$ cat src/rtl/vme_bus_master_pkg.sv
// Shared types and constants for the VME register-bus initiator.
package vme_bus_master_pkg;

  typedef enum logic [1:0] {IDLE, STROBE, WAIT, RESP} state_t;

  localparam int unsigned DEFAULT_TIMEOUT = 255;

  function automatic int unsigned cnt_width(input int unsigned timeout);
    return (timeout < 1) ? 1 : $clog2(timeout + 1);
  endfunction

endpackage

$ cat src/rtl/vme_timeout_cnt.sv
// Saturating wait counter; expired flags the increment that reaches TIMEOUT.
module vme_timeout_cnt
  import vme_bus_master_pkg::*;
#(
  parameter int unsigned TIMEOUT = DEFAULT_TIMEOUT
) (
  input  logic clk,
  input  logic rst,
  input  logic clear,
  input  logic enable,
  output logic expired
);

  localparam int unsigned CW = cnt_width(TIMEOUT);
  localparam logic [CW-1:0] LAST = CW'(TIMEOUT - 1);
  localparam logic [CW-1:0] MAX  = CW'(TIMEOUT);

  logic [CW-1:0] count;

  always_ff @(posedge clk or posedge rst) begin
    if (rst) begin
      count <= '0;
    end else if (clear) begin
      count <= '0;
    end else if (enable && count != MAX) begin
      count <= count + CW'(1);
    end
  end

  assign expired = enable && (count >= LAST);

endmodule

$ cat src/rtl/vme_bus_master.sv
// Single-transaction initiator for the strobe/Done/Error register bus.
// Build option: define VME_BUS_MASTER_RETRY_EN to retry once after a responder error.
module vme_bus_master
  import vme_bus_master_pkg::*;
#(
  parameter int unsigned ADDR_HI = 19,
  parameter int unsigned DATA_W  = 32,
  parameter int unsigned TIMEOUT = DEFAULT_TIMEOUT
) (
  input  logic              Clk,
  input  logic              Rst,
  input  logic              cmd_valid,
  output logic              cmd_ready,
  input  logic              cmd_write,
  input  logic [ADDR_HI:2]  cmd_addr,
  input  logic [DATA_W-1:0] cmd_wdata,
  output logic              rsp_valid,
  input  logic              rsp_ready,
  output logic [DATA_W-1:0] rsp_rdata,
  output logic              rsp_err,
  output logic              rsp_timeout,
  output logic [ADDR_HI:2]  VMEAddr,
  output logic [DATA_W-1:0] VMEWrData,
  output logic              VMERdMem,
  output logic              VMEWrMem,
  input  logic [DATA_W-1:0] VMERdData,
  input  logic              VMERdDone,
  input  logic              VMEWrDone,
  input  logic              VMERdError,
  input  logic              VMEWrError
);

  state_t state, next_state;
  logic   dir;
  logic   accept, sampling, done_act, err_act, retry_go, expired;
  logic   cnt_clear, cnt_enable;

  logic              cmd_ready_d, rd_mem_d, wr_mem_d, rsp_valid_d;
  logic [DATA_W-1:0] rsp_rdata_d;
  logic              rsp_err_d, rsp_timeout_d;

  assign accept     = (state == IDLE) && cmd_valid && cmd_ready;
  assign sampling   = (state == STROBE) || (state == WAIT);
  assign done_act   = sampling && (dir ? VMEWrDone  : VMERdDone);
  assign err_act    = sampling && (dir ? VMEWrError : VMERdError);
  assign cnt_clear  = (state == STROBE);
  assign cnt_enable = (state == WAIT);

`ifdef VME_BUS_MASTER_RETRY_EN
  logic retried;

  always_ff @(posedge Clk or posedge Rst) begin
    if (Rst) begin
      retried <= 1'b0;
    end else if (accept) begin
      retried <= 1'b0;
    end else if (retry_go) begin
      retried <= 1'b1;
    end
  end

  assign retry_go = err_act && !retried;
`else
  assign retry_go = 1'b0;
`endif

  vme_timeout_cnt #(.TIMEOUT(TIMEOUT)) u_cnt (
    .clk     (Clk),
    .rst     (Rst),
    .clear   (cnt_clear),
    .enable  (cnt_enable),
    .expired (expired)
  );

  always_ff @(posedge Clk or posedge Rst) begin
    if (Rst) begin
      state <= IDLE;
    end else begin
      state <= next_state;
    end
  end

  always_comb begin
    next_state = state;
    unique case (state)
      IDLE:   if (accept) next_state = STROBE;
      STROBE,
      WAIT: begin
        if (retry_go)                      next_state = STROBE;
        else if (err_act || done_act)      next_state = RESP;
        else if (state == WAIT && expired) next_state = RESP;
        else                               next_state = WAIT;
      end
      RESP:   if (rsp_ready) next_state = IDLE;
      default: next_state = IDLE;
    endcase
  end

  // Outputs are registered, so their D-values are derived from next_state.
  always_comb begin
    cmd_ready_d   = (next_state == IDLE);
    rsp_valid_d   = (next_state == RESP);
    rd_mem_d      = 1'b0;
    wr_mem_d      = 1'b0;
    rsp_rdata_d   = rsp_rdata;
    rsp_err_d     = rsp_err;
    rsp_timeout_d = rsp_timeout;
    if (next_state == STROBE) begin
      rd_mem_d = accept ? !cmd_write : !dir;
      wr_mem_d = accept ?  cmd_write :  dir;
    end
    if (state == RESP && rsp_ready) begin
      rsp_rdata_d   = '0;
      rsp_err_d     = 1'b0;
      rsp_timeout_d = 1'b0;
    end else if (sampling && next_state == RESP) begin
      rsp_err_d     = err_act || !done_act;
      rsp_timeout_d = !err_act && !done_act;
      rsp_rdata_d   = (done_act && !err_act && !dir) ? VMERdData : '0;
    end
  end

  always_ff @(posedge Clk or posedge Rst) begin
    if (Rst) begin
      cmd_ready   <= 1'b0;
      rsp_valid   <= 1'b0;
      rsp_rdata   <= '0;
      rsp_err     <= 1'b0;
      rsp_timeout <= 1'b0;
      VMEAddr     <= '0;
      VMEWrData   <= '0;
      VMERdMem    <= 1'b0;
      VMEWrMem    <= 1'b0;
      dir         <= 1'b0;
    end else begin
      cmd_ready   <= cmd_ready_d;
      rsp_valid   <= rsp_valid_d;
      rsp_rdata   <= rsp_rdata_d;
      rsp_err     <= rsp_err_d;
      rsp_timeout <= rsp_timeout_d;
      VMERdMem    <= rd_mem_d;
      VMEWrMem    <= wr_mem_d;
      if (accept) begin
        VMEAddr   <= cmd_addr;
        VMEWrData <= cmd_wdata;
        dir       <= cmd_write;
      end
    end
  end

endmodule

$ cat config.mk
export PLATFORM = sky130hd
export DESIGN_NAME = vme_bus_master
export DESIGN_NICKNAME = d
export VERILOG_FILES = /design/src/rtl/vme_bus_master_pkg.sv /design/src/rtl/vme_timeout_cnt.sv /design/src/rtl/vme_bus_master.sv
export SDC_FILE = /design/constraint.sdc
export NUM_CORES = 1
export LEC_CHECK = 0
export CAP_MARGIN = 20
export CORE_UTILIZATION = 40
export CTS_CLUSTER_SIZE = 20
export DETAILED_ROUTE_END_ITERATION = 8
export GPL_TIMING_DRIVEN = 0
export PLACE_DENSITY_LB_ADDON = 0.15
export SYNTH_ARGS = -nofsm -noshare
export SYNTH_HDL_FRONTEND = slang
export SYNTH_SLANG_ARGS = --single-unit
$ cat constraint.sdc
create_clock -name Clk -period 8.8 [get_ports Clk]
set_input_delay 1.32 -clock Clk [delete_from_list [all_inputs] [get_ports Clk]]
set_output_delay 1.32 -clock Clk [all_outputs]
set_load 0.02 [all_outputs]
==> metrics.log, run 1 <==
[metrics] post-CTS setup buffer count: 0
[metrics] ANT cells: 0
[metrics] worst ir drop on vdd: 0.191 mV
[metrics] clock tree from TritonCTS: built
[metrics] clock-pin slew on the worst setup and hold paths: 0.09 ns
[metrics] reg2reg path depth: 8
[metrics] type of the setup path with the least slack: input pin to flip-flop
[metrics] Reg2Reg Setup Slack: 6.41 ns
[metrics] largest driver fanout on the critical path: 10
[metrics] largest stage delay on the critical path: 0.43 ns
[metrics] kind of capture point of the worst setup path: flip-flop
[metrics] async set or reset register ratio after synthesis: 100%
[metrics] total of endpoints with negative setup slack in the final report: 0
[metrics] Setup crit start: VMEWrDone
[metrics] flip-flop cell with the highest count after synthesis: dfrtp_1
[metrics] depth of the CTS H-tree: 3
[metrics] RSZ-0062 raised after global routing: false
[metrics] DRC errors left: 0
[metrics] Final ANT Viol Nets: 0
[metrics] endpoint of the worst register-to-register path: rsp_rdata[15]$_DFFE_PP0P_
[metrics] cell repeated most along the worst path: nor3_4
[metrics] ratio of cells with drive above 1 in the final layout: 17.9%
[metrics] outcome: finished clean
[metrics] number of instances in the synthesized netlist: 273
[metrics] fill cell total of the finished layout: 772
[metrics] buffer and inverter count on the worst path: 2
[metrics] number of flip-flops and latches in the synthesized netlist: 99
[metrics] final worst path period need: 2.90 ns
[metrics] Final HPWL DP: 6.66 mm
[metrics] most used standard cells in the synthesized netlist: dfrtp_1, mux2_2, a22o_1, inv_1, nor2_1
[metrics] netlist area before placement: 4000 um2
[metrics] Post-CTS Hold Fix Bufs: 0
[metrics] DIE WIDTH: 102 um
[metrics] Resized cells post-CTS: 0
[metrics] CP delay by family, top: simple AND/OR/NAND/NOR gates
[metrics] post-synth top area share: 62.0%
[metrics] chip height: 102 um
[metrics] final instance area: 6200 um2
[metrics] unique cell type count in the Yosys netlist: 37
[metrics] power per standard cell area: 357 nW/um2
[metrics] total global-route track usage: 17.9%
[metrics] initial detailed-routing violation count: 62
[metrics] Total Nets Final: 560
[metrics] starting density of the core: 41.1%
[metrics] Synth-to-Final Area Change: 55.2%
[metrics] dominant cell by count in the synthesized netlist: dfrtp_1
[metrics] Crit path depth: 7
[metrics] maximum clock skew at final layout: 0.00641 ns
[metrics] CTS Buf Count: 9
[metrics] detailed-router iteration count before antenna repair: 4
[metrics] required time at the worst-slack endpoint: 9.05 ns
[metrics] weighted congestion reported at the end of routability-driven placement: 0.754
[metrics] final number of hold-violating endpoints: 0
[metrics] largest net degree at the start of global routing: 67
[metrics] total negative slack for setup checks: 0 ns
[metrics] cell-by-cell trace of the critical path: clkdlybuf4s50_1 > or3b_1 > nor4bb_4 > nor3_4 > nor3_4 > buf_6 > a22o_1
[metrics] worst setup path end: rsp_rdata[15]$_DFFE_PP0P_
[metrics] YS warnings: 0
[metrics] max-slew violations: 0
[metrics] post-detailed-route via-to-cell ratio: 4.86
[metrics] cell at the root of the clock tree: clkbuf_8
[metrics] total grt overflow: 0
[metrics] CTS max path bufs: 2
[metrics] Placement Rows: 36
[metrics] die area: 10400 um2
[metrics] top cell type by total area after synthesis: dfrtp_1
[metrics] clock latency on the worst-skew pair: 0.36 ns
[metrics] mean instance size in the synthesized netlist: 14.6 um2
[metrics] port bufs: 178
[metrics] kind of start point of the critical path: input pin
[metrics] worst min path class: flip-flop to flip-flop
[metrics] max-cap violation count: 0
[metrics] worst-path cell with the longest stage delay: clkdlybuf4s50_1
[metrics] clk sinks: 99
[metrics] Placement Cell Area: 5970 um2
[metrics] number of synthesized flops with an enable pin: 0
[metrics] sequential fraction of the synthesis area: 62.0%
[metrics] total number of vias: 2918
[metrics] share of the clock period used by the worst path: 33.0%
[metrics] total wirelength of the detailed-routed design: 9.07 mm
[metrics] area inside the core boundary: 9730 um2
[metrics] Critical R2R Launch: state[1]$_DFF_PP0_
[metrics] top post-synthesis cells by area: dfrtp_1, mux2_2, a22o_1
[metrics] global-route wire length before repair: 14.1 mm
[metrics] highest clock frequency the design can meet: 344 MHz
[metrics] antenna violations before repair: 0
[metrics] reported leakage power: 2.71 nW
[metrics] arrival time reported for the critical path endpoint: 3.15 ns
[metrics] synthesized netlist net count: 370
[metrics] average wire per cell in the routed design: 15.1 um
[metrics] Slew @ Worst Pin: 0.642 ns
[metrics] worst max-slew margin expressed relative to the limit: 57.0%
[metrics] number of global-route vias before repair: 2977
[metrics] # IOs: 179
-- routing by layer --
metal | up-vias | wire length (um) | global-route usage (%) | share of wire, %
li1 | 1367 | - | - | -
met1 | 1426 | 3620 | 20.8 | 40
met2 | 114 | 4310 | 29.0 | 48
met3 | 11 | 1020 | 8.62 | 11
met4 | 0 | 113 | 6.59 | 1.2
met5 | - | 0 | 0 | 0
-- sequential cells by signal, summed over array words and instances, names as in the netlist --
register,count
VMEAddr,18
VMERdMem,1
VMEWrData,32
VMEWrMem,1
cmd_ready,1
dir,1
rsp_err,1
rsp_rdata,32
rsp_timeout,1
rsp_valid,1
state,2
u_cnt.count,8
-- cells in the final DEF (no fill, tap or decap), types with 3 or more instances in the layout --
cell and count:
ha_1 6, buf_6 7, nand3_1 3, mux2_2 50
clkbuf_1 5, nor2_1 9, and3_1 3, a22o_1 32
xor2_1 5, a31oi_1 3, nand2_1 5, clkbuf_8 11
clkdlybuf4s50_1 178, clkinv_2 3, and2_1 4, a21oi_1 3
dfrtp_1 99, nand4_1 3, nor3_1 3, inv_1 8
-- cells by family after synthesis --
logic type / share of synthesized area [%]
xor+xnor: 1.53
compound gates: 10.1
fa+ha+maj: 1.88
simple gates: 6.57
flops: 62.0
mux: 14.6
buf+inv: 3.38
-- report_power, final --
part	switching, mW	internal [mW]	leakage, nW
registers	0.105	0.647	1.26
logic	0.542	0.593	1.33
clock network	0.151	0.174	0.119
-- how the worst min path moves through the flow --
stage	startpoint	endpoint	slack [ns]	cells after the start
detailed placement	rsp_rdata[6]$_DFFE_PP0P_	rsp_rdata[6]$_DFFE_PP0P_	0.48	1
global placement	rsp_rdata[7]$_DFFE_PP0P_	rsp_rdata[7]$_DFFE_PP0P_	0.48	1
CTS	rsp_rdata[8]$_DFFE_PP0P_	rsp_rdata[8]$_DFFE_PP0P_	0.51	1
finish	rsp_rdata[19]$_DFFE_PP0P_	rsp_rdata[19]$_DFFE_PP0P_	0.50	1
floorplan	u_cnt.count[6]$_DFFE_PP0P_	u_cnt.count[6]$_DFFE_PP0P_	0.50	2
global route	rsp_rdata[17]$_DFFE_PP0P_	rsp_rdata[17]$_DFFE_PP0P_	0.52	1
-- final cells by class --
class / instances / area, um2 / area share, %
clock buffers: 11 / 151 / 2.44
clock inverters: 5 / 75.1 / 1.21
inverters: 9 / 36.3 / 0.585
well taps: 133 / 166 / 2.68
plain buffers: 13 / 101 / 1.63
flip-flops and latches: 99 / 2480 / 40.0
repair buffers: 179 / 1810 / 29.2
multi-input cells: 152 / 1380 / 22.3
-- per-stage QoR --
step                      hold WS [ns]  instances  util [%]  power [mW]  setup WS (ns)
after detailed placement         0.482        585      61.4        1.90           5.51
final                            0.505        601      63.7        2.21           5.90
after floorplan                  0.498        273         -        1.40           4.89
after global routing             0.516        601      63.7        2.35           5.79
after global placement           0.483        584      61.1        1.88           3.37
after CTS                        0.508        601      63.7        2.24           5.89
Note: power is estimated with default switching activity, not from simulation.
==> run 2, diff against run 1 <==
==> constraint.sdc (replaced) <==
create_clock -name Clk -period 3 [get_ports Clk]
set_input_delay 0.45 -clock Clk [delete_from_list [all_inputs] [get_ports Clk]]
set_output_delay 0.45 -clock Clk [all_outputs]
set_load 0.02 [all_outputs]
==> metrics.log, run 2 (same netlist as run 1, synthesis figures left out) <==
[metrics] outcome: finished clean (unchanged)
[metrics] chip height: 102 um (unchanged)
[metrics] maximum clock skew at final layout: 0.0121 ns (was 0.00641 ns)
[metrics] Clk network pwr share: 13.6% (was 14.7%)
[metrics] clock tree from TritonCTS: built (unchanged)
[metrics] share of the clock period used by the worst path: 79.1%
[metrics] antenna violations before repair: 0 (unchanged)
[metrics] Psw: 2.38 mW (was 0.798 mW)
[metrics] arrival time reported for the critical path endpoint: 2.69 ns (was 3.15 ns)
[metrics] detailed-router iteration count before antenna repair: 4 (unchanged)
[metrics] power per standard cell area: 1040 nW/um2 (was 357 nW/um2)
[metrics] Reg2Reg Setup Slack: 0.63 ns (was 6.41 ns)
[metrics] starting density of the core: 41.1% (unchanged)
[metrics] required time at the worst-slack endpoint: 3.32 ns (was 9.05 ns)
[metrics] total grt overflow: 0 (unchanged)
[metrics] highest clock frequency the design can meet: 421 MHz
[metrics] number of cells on the worst hold path: 1 (unchanged)
[metrics] endpoint of the worst register-to-register path: rsp_rdata[22]$_DFFE_PP0P_ (was rsp_rdata[15]$_DFFE_PP0P_)
[metrics] minimum setup slack after placement: 0.567 ns (was 5.51 ns)
[metrics] kind of capture point of the worst setup path: flip-flop (unchanged)
[metrics] post-CTS setup buffer count: 0 (unchanged)
[metrics] DIE WIDTH: 102 um (unchanged)
[metrics] worst max-slew margin expressed relative to the limit: 51.3% (was 57.0%)
[metrics] ratio of cells with drive above 1 in the final layout: 18.1% (was 17.9%)
[metrics] least setup slack across all paths after layout: 0.628 ns (was 5.90 ns)
[metrics] initial detailed-routing violation count: 59 (was 62)
[metrics] RSZ-0062 raised after global routing: false (unchanged)
[metrics] DRC errors left: 0 (unchanged)
[metrics] weighted congestion reported at the end of routability-driven placement: 0.754 (about the same)
[metrics] kind of start point of the critical path: flip-flop (was input pin)
[metrics] hold path startpoint: rsp_rdata[28]$_DFFE_PP0P_ (was rsp_rdata[19]$_DFFE_PP0P_)
[metrics] number of global-route vias before repair: 2964 (was 2977)
[metrics] largest driver fanout on the critical path: 10 (unchanged)
[metrics] total number of vias: 2897 (was 2918)
[metrics] post-detailed-route via-to-cell ratio: 4.81 (was 4.86)
[metrics] biggest registers after layout: VMEWrData (32), rsp_rdata (32), VMEAddr (18) (unchanged)
[metrics] commonest cells after routing, fill and taps aside: clkdlybuf4s50_1, dfrtp_1, mux2_2 (unchanged)
[metrics] fill cell total of the finished layout: 790 (was 772)
[metrics] Placement Rows: 36 (unchanged)
[metrics] clk sinks: 99 (unchanged)
[metrics] ANT cells: 0 (unchanged)
[metrics] cell at the root of the clock tree: clkbuf_8 (unchanged)
[metrics] max-cap violation count: 0 (unchanged)
[metrics] final cell count without fillers: 602 (was 601)
[metrics] Post-CTS Hold Fix Bufs: 0 (unchanged)
[metrics] Final ANT Viol Nets: 0 (unchanged)
[metrics] Critical R2R Launch: state[1]$_DFF_PP0_ (unchanged)
[metrics] # IOs: 179 (unchanged)
[metrics] power share of the combinational group: 52.1% (was 51.3%)
[metrics] total negative slack for setup checks: 0 ns (unchanged)
[metrics] area inside the core boundary: 9730 um2 (unchanged)
[metrics] sequential power share: 34.4% (was 34.0%)
[metrics] total wirelength of the detailed-routed design: 9.28 mm (was 9.07 mm)
[metrics] Synth-to-Final Area Change: 54.8% (was 55.2%)
[metrics] number of instances in the placed design: 586 (was 585)
[metrics] proportion of total power due to net switching: 37.1% (was 36.1%)
[metrics] Total Nets Final: 561 (was 560)
[metrics] Resized cells post-CTS: 0 (unchanged)
[metrics] CTS max path bufs: 2 (unchanged)
[metrics] average wire per cell in the routed design: 15.4 um (was 15.1 um)
[metrics] total of endpoints with negative setup slack in the final report: 0 (unchanged)
[metrics] reg2reg path depth: 8 (unchanged)
[metrics] die area: 10400 um2 (unchanged)
[metrics] final number of hold-violating endpoints: 0 (unchanged)
[metrics] worst min path class: flip-flop to flip-flop (unchanged)
[metrics] port bufs: 178 (unchanged)
[metrics] depth of the CTS H-tree: 3 (unchanged)
[metrics] Cell Int Power: 4.03 mW (was 1.41 mW)
[metrics] CTS Buf Count: 9 (unchanged)
[metrics] Final HPWL DP: 6.78 mm (was 6.66 mm)
[metrics] total global-route track usage: 18.8% (was 17.9%)
[metrics] most common library cell in the layout ignoring fill and taps: clkdlybuf4s50_1 (unchanged)
[metrics] final worst path period need: 2.37 ns
[metrics] clock-pin slew on the worst setup and hold paths: 0.10 ns (was 0.09 ns)
[metrics] Slew @ Worst Pin: 0.729 ns (was 0.642 ns)
[metrics] worst ir drop on vdd: 0.543 mV (was 0.191 mV)
[metrics] worst hold endpoint: rsp_rdata[28]$_DFFE_PP0P_ (was rsp_rdata[19]$_DFFE_PP0P_)
[metrics] clock latency on the worst-skew pair: 0.38 ns (was 0.36 ns)
[metrics] largest net degree at the start of global routing: 40 (was 67)
[metrics] reported leakage power: 2.69 nW (was 2.71 nW)
[metrics] type of the setup path with the least slack: flip-flop to flip-flop (was input pin to flip-flop)
[metrics] max-slew violations: 0 (unchanged)
[metrics] global-route wire length before repair: 14.7 mm (was 14.1 mm)
==> run 2: through the flow <==
step | total power, mW | hold slack, ns | area (um2) | util [%]
finish | 6.41 | 0.504 | 6190 | 63.6
global route | 6.82 | 0.518 | 6190 | 63.6
CTS | 6.50 | 0.510 | 6190 | 63.6
detailed placement | 5.59 | 0.481 | 5990 | 61.5
global placement | 5.52 | 0.483 | 5950 | 61.1
floorplan | 4.11 | 0.498 | 4000 | -
==> run 2: how the worst max path moves through the flow <==
stage	start	endpoint	cells past startpoint
2_1_floorplan	state[1]$_DFF_PP0_	rsp_rdata[0]$_DFFE_PP0P_	9
3_3_place_gp	Rst	VMEWrData[27]$_DFFE_PP0P_	2
3_5_place_dp	VMEWrDone	rsp_rdata[22]$_DFFE_PP0P_	7
4_1_cts	state[1]$_DFF_PP0_	rsp_rdata[22]$_DFFE_PP0P_	8
5_1_grt	state[1]$_DFF_PP0_	rsp_rdata[22]$_DFFE_PP0P_	8
6_report	state[1]$_DFF_PP0_	rsp_rdata[22]$_DFFE_PP0P_	8
==> run 2: worst max-delay path: stages, from the launching register on <==
cell and delay [ns]:
dfrtp_1 0.46, inv_1 0.09, ha_1 0.37, nor2b_2 0.26, and4_1 0.34, nor3_4 0.10, nor3_4 0.33, buf_6 0.19
a22o_1 0.16
==> run 2: layer usage <==
metal	global-route usage, %	wire (um)	vias to the layer above	share of wire, %
met2	28.8	4310	116	46
li1	-	-	1365	-
met1	23.1	3820	1406	41
met5	0	0	-	0
met4	7.58	133	0	1.4
met3	8.89	1020	10	11
==> run 2: area by class of cell <==
class                           instances  area (um2)  area share [%]
Tap cell                              133         166            2.69
Buffer                                 13         101            1.64
Sequential cell                        99        2480            40.0
Clock inverter                          7        73.8            1.19
Clock buffer                            9         124            2.00
Timing Repair Buffer                  180        1820            29.4
Inverter                                9        37.5           0.607
Multi-Input combinational cell        152        1380            22.4
==> run 2: power groups by stage <==
stage | Clock (mW) | Combinational [mW] | Sequential [mW]
after floorplan | 0 | 1.25 | 2.86
after global placement | 0 | 3.32 | 2.20
after detailed placement | 0 | 3.36 | 2.23
after CTS | 0.903 | 3.39 | 2.21
after global routing | 0.956 | 3.58 | 2.28
final | 0.870 | 3.34 | 2.20
==> run 3, diff against run 2 <==
==> constraint.sdc (replaced) <==
create_clock -name Clk -period 2.3 [get_ports Clk]
set_input_delay 0.345 -clock Clk [delete_from_list [all_inputs] [get_ports Clk]]
set_output_delay 0.345 -clock Clk [all_outputs]
set_load 0.02 [all_outputs]
==> metrics.log, run 3 (same netlist as run 1, synthesis figures left out) <==
[metrics] power per standard cell area: 1360 nW/um2 (was 1040 nW/um2)
[metrics] worst setup path end: rsp_rdata[22]$_DFFE_PP0P_ (unchanged)
[metrics] Final ANT Viol Nets: 0 (unchanged)
[metrics] largest stage delay on the critical path: 0.43 ns (was 0.46 ns)
[metrics] average wire per cell in the routed design: 15.5 um (was 15.4 um)
[metrics] final cell count without fillers: 604 (was 602)
[metrics] Placement Rows: 36 (unchanged)
[metrics] maximum clock skew at final layout: 0.0100 ns (was 0.0121 ns)
[metrics] # IOs: 179 (unchanged)
[metrics] least setup slack across all paths after layout: 0.156 ns (was 0.628 ns)
[metrics] arrival time reported for the critical path endpoint: 2.41 ns (was 2.69 ns)
[metrics] highest clock frequency the design can meet: 466 MHz (was 421 MHz)
[metrics] ANT cells: 0 (unchanged)
[metrics] RSZ-0062 raised after global routing: false (unchanged)
[metrics] total global-route track usage: 18.9% (was 18.8%)
[metrics] cell-by-cell trace of the critical path: inv_1 > ha_4 > nor2b_4 > and4_4 > o31ai_4 > and2_1 > buf_6 > buf_6 > a22o_1 (was inv_1 > ha_1 > nor2b_2 > and4_1 > nor3_4 > nor3_4 > buf_6 > a22o_1)
[metrics] global-route wire length before repair: 14.7 mm (about the same)
[metrics] area inside the core boundary: 9730 um2 (unchanged)
[metrics] most common library cell in the layout ignoring fill and taps: clkdlybuf4s50_1 (unchanged)
[metrics] kind of capture point of the worst setup path: flip-flop (unchanged)
[metrics] area occupied by multi-input gates: 1400 um2 (was 1380 um2)
[metrics] max-slew violations: 0 (unchanged)
[metrics] Final HPWL DP: 6.78 mm (unchanged)
[metrics] die area: 10400 um2 (unchanged)
[metrics] detailed-router iteration count before antenna repair: 4 (unchanged)
[metrics] starting density of the core: 41.1% (unchanged)
[metrics] post-detailed-route via-to-cell ratio: 4.78 (was 4.81)
[metrics] initial detailed-routing violation count: 57 (was 59)
[metrics] Post-CTS Hold Fix Bufs: 0 (unchanged)
[metrics] type of the setup path with the least slack: flip-flop to flip-flop (unchanged)
[metrics] worst ir drop on vdd: 0.712 mV (was 0.543 mV)
[metrics] largest driver fanout on the critical path: 10 (unchanged)
[metrics] worst max-slew margin expressed relative to the limit: 51.2% (was 51.3%)
[metrics] commonest cells after routing, fill and taps aside: clkdlybuf4s50_1, dfrtp_1, mux2_2 (unchanged)
[metrics] chip height: 102 um (unchanged)
[metrics] required time at the worst-slack endpoint: 2.57 ns (was 3.32 ns)
[metrics] total of endpoints with negative setup slack in the final report: 0 (unchanged)
[metrics] total grt overflow: 0 (unchanged)
[metrics] DRC errors left: 0 (unchanged)
[metrics] clock tree from TritonCTS: built (unchanged)
[metrics] outcome: finished clean (unchanged)
[metrics] Slew @ Worst Pin: 0.731 ns (was 0.729 ns)
[metrics] weighted congestion reported at the end of routability-driven placement: 0.754 (unchanged)
[metrics] Reg2Reg Setup Slack: 0.16 ns (was 0.63 ns)
[metrics] clock-pin slew on the worst setup and hold paths: 0.10 ns (about the same)
[metrics] Critical R2R Launch: state[0]$_DFF_PP0_ (was state[1]$_DFF_PP0_)
[metrics] Total Nets Final: 563 (was 561)
[metrics] reported leakage power: 2.71 nW (was 2.69 nW)
[metrics] Hold WS: 0.421 ns (was 0.504 ns)
[metrics] kind of start point of the critical path: flip-flop (unchanged)
[metrics] Setup crit start: state[0]$_DFF_PP0_ (was state[1]$_DFF_PP0_)
[metrics] clk sinks: 99 (unchanged)
[metrics] CTS Buf Count: 9 (unchanged)
[metrics] CTS max path bufs: 2 (unchanged)
[metrics] clock latency on the worst-skew pair: 0.38 ns (about the same)
[metrics] Synth-to-Final Area Change: 55.7% (was 54.8%)
[metrics] endpoint of the worst register-to-register path: rsp_rdata[22]$_DFFE_PP0P_ (unchanged)
[metrics] total wirelength of the detailed-routed design: 9.37 mm (was 9.28 mm)
[metrics] worst-path cell with the longest stage delay: dfrtp_1 (unchanged)
[metrics] DIE WIDTH: 102 um (unchanged)
[metrics] ratio of cells with drive above 1 in the final layout: 19.1% (was 18.1%)
[metrics] biggest registers after layout: VMEWrData (32), rsp_rdata (32), VMEAddr (18) (unchanged)
[metrics] final number of hold-violating endpoints: 0 (unchanged)
[metrics] number of global-route vias before repair: 2971 (was 2964)
[metrics] final worst path period need: 2.14 ns (was 2.37 ns)
[metrics] worst min path class: input pin to async pin (was flip-flop to flip-flop)
[metrics] port bufs: 178 (unchanged)
[metrics] number of instances in the placed design: 586 (unchanged)
[metrics] cell at the root of the clock tree: clkbuf_8 (unchanged)
[metrics] share of the clock period used by the worst path: 93.2% (was 79.1%)
[metrics] depth of the CTS H-tree: 3 (unchanged)
[metrics] PnR Total Power: 8.45 mW (was 6.41 mW)
[metrics] fill cell total of the finished layout: 785 (was 790)
[metrics] minimum setup slack after placement: -0.0658 ns (was 0.567 ns)
[metrics] register area: 2480 um2 (about the same)
[metrics] max-cap violation count: 0 (unchanged)
[metrics] antenna violations before repair: 0 (unchanged)
[metrics] largest net degree at the start of global routing: 40 (unchanged)
[metrics] total number of vias: 2889 (was 2897)
[metrics] reg2reg path depth: 9 (was 8)
[metrics] cell repeated most along the worst path: buf_6 (was nor3_4)
## run 3: timing repair
action | CTS | global route
gates resized for setup | 2 | 4
cloned | 0 | 0
endpoints found under the setup margin | 31 | 33
pin swaps | 1 | 2
buffers inserted | 0 | 2
## run 3: worst max-delay path, delay by kind of cell, from the launching register on
family	cells	cell delay (ns)
flip-flops	1	0.43
adder cells (fa/ha/maj)	1	0.31
AO/OA/AOI/OAI	2	0.27
buffers and inverters	3	0.38
AND/OR/NAND/NOR	3	0.64
## run 3: worst min path at each step
stage                                    from                        end  slack [ns]  cells after the start
floorplan                           rsp_ready        rsp_err$_DFFE_PP0P_        0.43                      1
global placement     rsp_rdata[2]$_DFFE_PP0P_   rsp_rdata[2]$_DFFE_PP0P_        0.48                      1
detailed placement  rsp_rdata[11]$_DFFE_PP0P_  rsp_rdata[11]$_DFFE_PP0P_        0.48                      1
CTS                                       Rst  VMEWrData[10]$_DFFE_PP0P_        0.43                      2
global route                              Rst    VMEAddr[14]$_DFFE_PP0P_        0.48                      2
finish                                    Rst  VMEWrData[10]$_DFFE_PP0P_        0.42                      2
## run 3: layer usage
layer	wire [um]	global-route usage (%)
met5	0	0
met4	133	7.58
met3	1020	8.89
met2	4380	28.9
met1	3840	23.2
## run 3: layout make-up
cell class	count	area share, %
buffer	13	1.63
clock buffer	9	1.99
clock inverter	7	1.19
inverter	9	0.603
multi-input combinational	152	22.6
sequential	99	39.8
tap	133	2.67
timing repair buffer	182	29.5
## run 3: metrics by stage
stage | TNS (ns) | utilization [%] | cell area, um2
finish | 0 | 64.0 | 6220
global route | 0 | 64.0 | 6220
CTS | 0 | 63.6 | 6190
detailed placement | -1.44 | 61.5 | 5990
global placement | -25.39 | 61.1 | 5950
floorplan | 0 | - | 4000
## run 3: report_power, final
part           internal [mW]  switching (mW)  leakage [nW]
clock                  0.510           0.628         0.100
sequential              2.48           0.401          1.26
combinational           2.33            2.11          1.35
total                   5.31            3.14          2.71
